## src/rtl/arbiter_rr_n.sv

```systemverilog
// Round-robin N-input arbiter with per-winner burst locking and a one-stage registered output.
// Optional per-requester transfer counters are enabled with ARBITER_RR_N_STATS_EN.
module arbiter_rr_n #(
  parameter int DWIDTH = 16,
  parameter int N_IN   = 4,
  parameter int BURST  = 4
) (
  input  logic                      clk,
  input  logic                      rst,
  input  logic [N_IN-1:0]           in_valid,
  input  logic [N_IN*DWIDTH-1:0]    in_data,
  output logic [N_IN-1:0]           in_ready,
  output logic                      out_valid,
  output logic [DWIDTH-1:0]         out_data,
  output logic [$clog2(N_IN)-1:0]   out_src,
  input  logic                      out_ready
`ifdef ARBITER_RR_N_STATS_EN
  ,
  input  logic [$clog2(N_IN)-1:0]   stat_sel,
  output logic [31:0]               stat_count
`endif
);

  localparam int SW = $clog2(N_IN);

  typedef enum logic {IDLE, LOCKED} state_t;

  state_t              state_q, state_d;
  logic [SW-1:0]       ptr_q, ptr_d;
  logic [7:0]          bcnt_q, bcnt_d;
  logic                out_valid_q, out_valid_d;
  logic [DWIDTH-1:0]   out_data_q, out_data_d;
  logic [SW-1:0]       out_src_q, out_src_d;

  logic                load_en;
  logic                keep_lock;
  logic                have_win;
  logic                fire;
  logic [SW-1:0]       winner;
  logic [SW-1:0]       cand;
  int                  rr_idx;

  // Winner selection: hold the locked requester while it stays valid, otherwise
  // search ptr+1, ptr+2, ... (descending loop so the nearest candidate wins).
  always_comb begin
    load_en   = !out_valid_q || out_ready;
    keep_lock = (state_q == LOCKED) && in_valid[ptr_q];
    winner    = ptr_q;
    have_win  = keep_lock;
    rr_idx    = 0;
    cand      = '0;
    if (!keep_lock) begin
      for (int k = N_IN; k >= 1; k--) begin
        rr_idx = int'(ptr_q) + k;
        if (rr_idx >= N_IN) rr_idx = rr_idx - N_IN;
        cand = SW'(rr_idx);
        if (in_valid[cand]) begin
          winner   = cand;
          have_win = 1'b1;
        end
      end
    end
    fire     = have_win && load_en && !rst;
    in_ready = fire ? (N_IN'(1) << winner) : '0;
  end

  always_comb begin
    state_d     = state_q;
    ptr_d       = ptr_q;
    bcnt_d      = bcnt_q;
    out_valid_d = out_valid_q;
    out_data_d  = out_data_q;
    out_src_d   = out_src_q;
    if (fire) begin
      if (keep_lock) begin
        bcnt_d = bcnt_q + 8'd1;
        if (bcnt_q + 8'd1 == 8'(BURST)) state_d = IDLE;
      end else begin
        ptr_d   = winner;
        bcnt_d  = 8'd1;
        state_d = (BURST > 1) ? LOCKED : IDLE;
      end
    end
    if (load_en) begin
      out_valid_d = fire;
      if (fire) begin
        out_data_d = in_data[int'(winner)*DWIDTH +: DWIDTH];
        out_src_d  = winner;
      end
    end
  end

  always_ff @(posedge clk) begin
    if (rst) begin
      state_q     <= IDLE;
      ptr_q       <= SW'(N_IN - 1);
      bcnt_q      <= 8'd0;
      out_valid_q <= 1'b0;
      out_data_q  <= '0;
      out_src_q   <= '0;
    end else begin
      state_q     <= state_d;
      ptr_q       <= ptr_d;
      bcnt_q      <= bcnt_d;
      out_valid_q <= out_valid_d;
      out_data_q  <= out_data_d;
      out_src_q   <= out_src_d;
    end
  end

  assign out_valid = out_valid_q;
  assign out_data  = out_data_q;
  assign out_src   = out_src_q;

`ifdef ARBITER_RR_N_STATS_EN
  logic [N_IN*32-1:0] stat_flat;

  generate
    for (genvar gi = 0; gi < N_IN; gi++) begin : g_stat
      logic [31:0] cnt_q, cnt_d;

      // Saturates at all-ones rather than wrapping.
      always_comb begin
        cnt_d = cnt_q;
        if (in_ready[gi] && in_valid[gi] && (cnt_q != '1)) cnt_d = cnt_q + 32'd1;
      end

      always_ff @(posedge clk) begin
        if (rst) cnt_q <= '0;
        else     cnt_q <= cnt_d;
      end

      assign stat_flat[gi*32 +: 32] = cnt_q;
    end
  endgenerate

  always_comb begin
    stat_count = '0;
    if (int'(stat_sel) < N_IN) stat_count = stat_flat[int'(stat_sel)*32 +: 32];
  end
`endif

endmodule
```

## config.mk

```make
export PLATFORM = sky130hd
export DESIGN_NAME = arbiter_rr_n
export DESIGN_NICKNAME = d
export VERILOG_FILES = /design/src/rtl/arbiter_rr_n.sv
export SDC_FILE = /design/constraint.sdc
export NUM_CORES = 1
export LEC_CHECK = 0
export ABC_AREA = 1
export CORE_AREA = 2 2 76 78
export DETAILED_ROUTE_END_ITERATION = 10
export DIE_AREA = 0 0 78 80
export MAX_ROUTING_LAYER = met4
export PLACE_DENSITY = 0.78
export SLEW_MARGIN = 20
export SYNTH_ARGS = -nofsm -noshare
export SYNTH_HDL_FRONTEND = slang
export SYNTH_SLANG_ARGS = --single-unit
```

## constraint.sdc

```tcl
create_clock -name clk -period 2.2 [get_ports clk]
set_input_delay 0.22 -clock clk [delete_from_list [all_inputs] [get_ports clk]]
set_output_delay 0.22 -clock clk [all_outputs]
set_load 0.03 [all_outputs]
```

==> run metrics <==
pin count of the biggest net entering global routing=33; Setup CP Type=register to primary output; remaining global-route overflow=0; Synth area leaders=nand2_1, dfxtp_1, nand3_1; RSZ-0062 raised after global routing=true; FMAX=between 400 and 500 MHz; GRT Util Overall=23.9%; Required @ worst endpoint=1.98 ns; maximum clock path buffer count=2; hold_sp=out_data[13]; clk root buf=clkbuf_8; setup skew after layout=about 0.0050 ns; DRC Markers=0; Avg WL per Cell=13.6 um; HPWL Detailed=5310 um; Initial Util=41.7%; vias in the first global route=2427; Worst Hold Class=register to register; initial antenna violation count=0; Core Util, Final=63.8%; fraction of layout cells with a size suffix above 1=17.7%; Die Ht=~80 um; core area=5410 um^2; top cell type's share of synthesized area=29.3%; Die ar.=6240 um^2; Final Cycle Share=99.9%; clock net sink count=30; switching share of power=approximately half; Max-slew headroom=between 70 and 80%; vias post-DR=roughly 2700; worst vdd ir=0.000739 V; global-route wire length before repair=approximately 12000 um; Detail Route Antenna Nets=0; final slew viol count=0; Clock power frac=between 10% and 20%; I/O pins=94; Avg Cell Area, Syn=around 6.1 um^2; hold-fix buffers at CTS=0; overall power=0.00390 W; Int Power=0.00199 W; Post-Synthesis Cell Area=roughly 2300 um^2; TritonCTS clock tree=done; Setup crit start=ptr_q[0]; status=completed; port bufs=93; H-Tree Depth=2; setup_tns=0 ns; reg2reg start=ptr_q[0]; Worst Setup End Kind=primary output; wirelength, routed=7370 um; Final setup violation count=0; final hold vios=0; power per cell area=1130 nW/um^2; num rows=27; commonest non-fill, non-tap cell in the layout=nand2_1; # fillers=approximately 510; vias per cell=4.94; Final GP Congestion=0.906; number of max-cap violations=0; combinational share of power=66.3%; multi-input logic area=1460 um^2; CP Max Fanout=8; minimum clock period=2.20 ns; Yosys warning total=0; Total Nets Final=540; sequential element share of the synthesized area=a little over a quarter; Synth Net Count=441; Die X=78 um; WP data arrival=1.98 ns; Yosys top cell by area=nand2_1; Layout area overhead=53.1%; #FFs+latches synth=30; Clock transition at path regs=0.07 ns; Pre-antenna DRT Iters=4; sw power=approximately 0.0019 W; Flop pwr share=21.2%; most frequent cells in the layout=nand2_1, clkdlybuf4s50_1, nand3_1, dfxtp_1, nand2_2; DR iter-0 viols=152; Mapped Cells=368; Cell variety after synth=34; slew at the pin with the worst max-slew slack=0.352 ns; clk_lat worst skew=0.28 ns; ANT cells=0; Reg area=606 um^2; Startpoint Class=register; Pleak=1.66 nW; Num CTS Buffers=5
-- worst max-delay path, cell delays in order, from the launching register on --
cell	delay, ns
dfxtp_4	0.43
nand2_1	0.12
nand2_4	0.10
nand2_2	0.07
nand2_2	0.07
inv_2	0.05
nand2_2	0.08
nor2_2	0.04
nor2_2	0.15
nand2_2	0.11
inv_2	0.10
nand2_2	0.08
nor2_2	0.13
buf_6	0.14
-- sequential cells by signal, summed over array words and instances, names as in the netlist --
register,count
out_src,2
bcnt_q,8
state_q,1
out_data,16
ptr_q,2
out_valid,1
-- per-layer routing --
metal | up-vias | wire length (um) | track usage [%]
li1 | 1359 | - | -
met3 | 6 | 545 | 5.54
met2 | 107 | 3610 | 40.3
met4 | 0 | 57 | 5.61
met1 | 1196 | 3160 | 29.2
met5 | - | 0 | -
-- cells by family (layout without fill, tap and decap cells) --
family	after synthesis	count (layout)	synth area share, %
xor+xnor	4	4	1.55
fa+ha+maj	2	2	1.11
simple gates	273	273	54.1
flops	30	30	26.7
buf+inv	42	142	10.9
compound gates	17	17	5.72
-- power by group through the flow --
stage	combinational, W	clock, W	sequential [W]
5_1_grt	0.00285	0.000521	0.000843
4_1_cts	0.00245	0.000492	0.000820
3_3_place_gp	0.00243	0	0.000826
2_1_floorplan	0.00141	0	0.00111
3_5_place_dp	0.00244	0	0.000830
6_report	0.00259	0.000487	0.000826
-- path summary, 6_finish.rpt --
check                               endpoint  slack (ns)  cells after the start
worst max-delay path             in_ready[1]       0.002                     13
worst min register to register  out_data[13]        0.48                      2
worst min-delay path            out_data[13]        0.48                      2
worst max register to register     bcnt_q[0]        0.15                     15
-- synth_stat cells, drive strengths merged --
cell	number
inv	21
nor4	1
dfxtp	30
o31ai	1
nor2	16
ha	2
nand3	63
buf	18
a22oi	5
clkbuf	3
a21oi	7
o21ai	2
nand2	190
xor2	1
o211ai	2
nor3b	1
xnor2	3
nor3	2
-- metrics by stage --
| step | instance area (um^2) | cells | setup slack [ns] | hold WS, ns |
|---|---|---|---|---|
| after floorplan | 2250 | 368 | 0.166 | 0.456 |
| after global placement | 3240 | 526 | 0.0443 | 0.456 |
| after detailed placement | 3240 | 526 | 0.0334 | 0.465 |
| after CTS | 3330 | 534 | 0.0316 | 0.476 |
| after global routing | 3450 | 540 | -0.125 | 0.487 |
| final | 3450 | 540 | 0.00173 | 0.475 |
-- layout make-up --
cell class                 count  area share [%]
clock inverter                 2           0.363
timing repair buffer         113            32.1
clock buffer                   6            2.39
multi-input combinational    296            42.3
tap                           72            2.61
sequential                    30            17.6
inverter                      21            2.65
-- repair_timing --
item / 4_1_cts / 5_1_grt
gates resized for setup: 1 / 24
buffers inserted: 0 / 6
setup endpoints to repair: 4 / 4
pin swaps: 0 / 5
(Power assumes the default switching activity.)
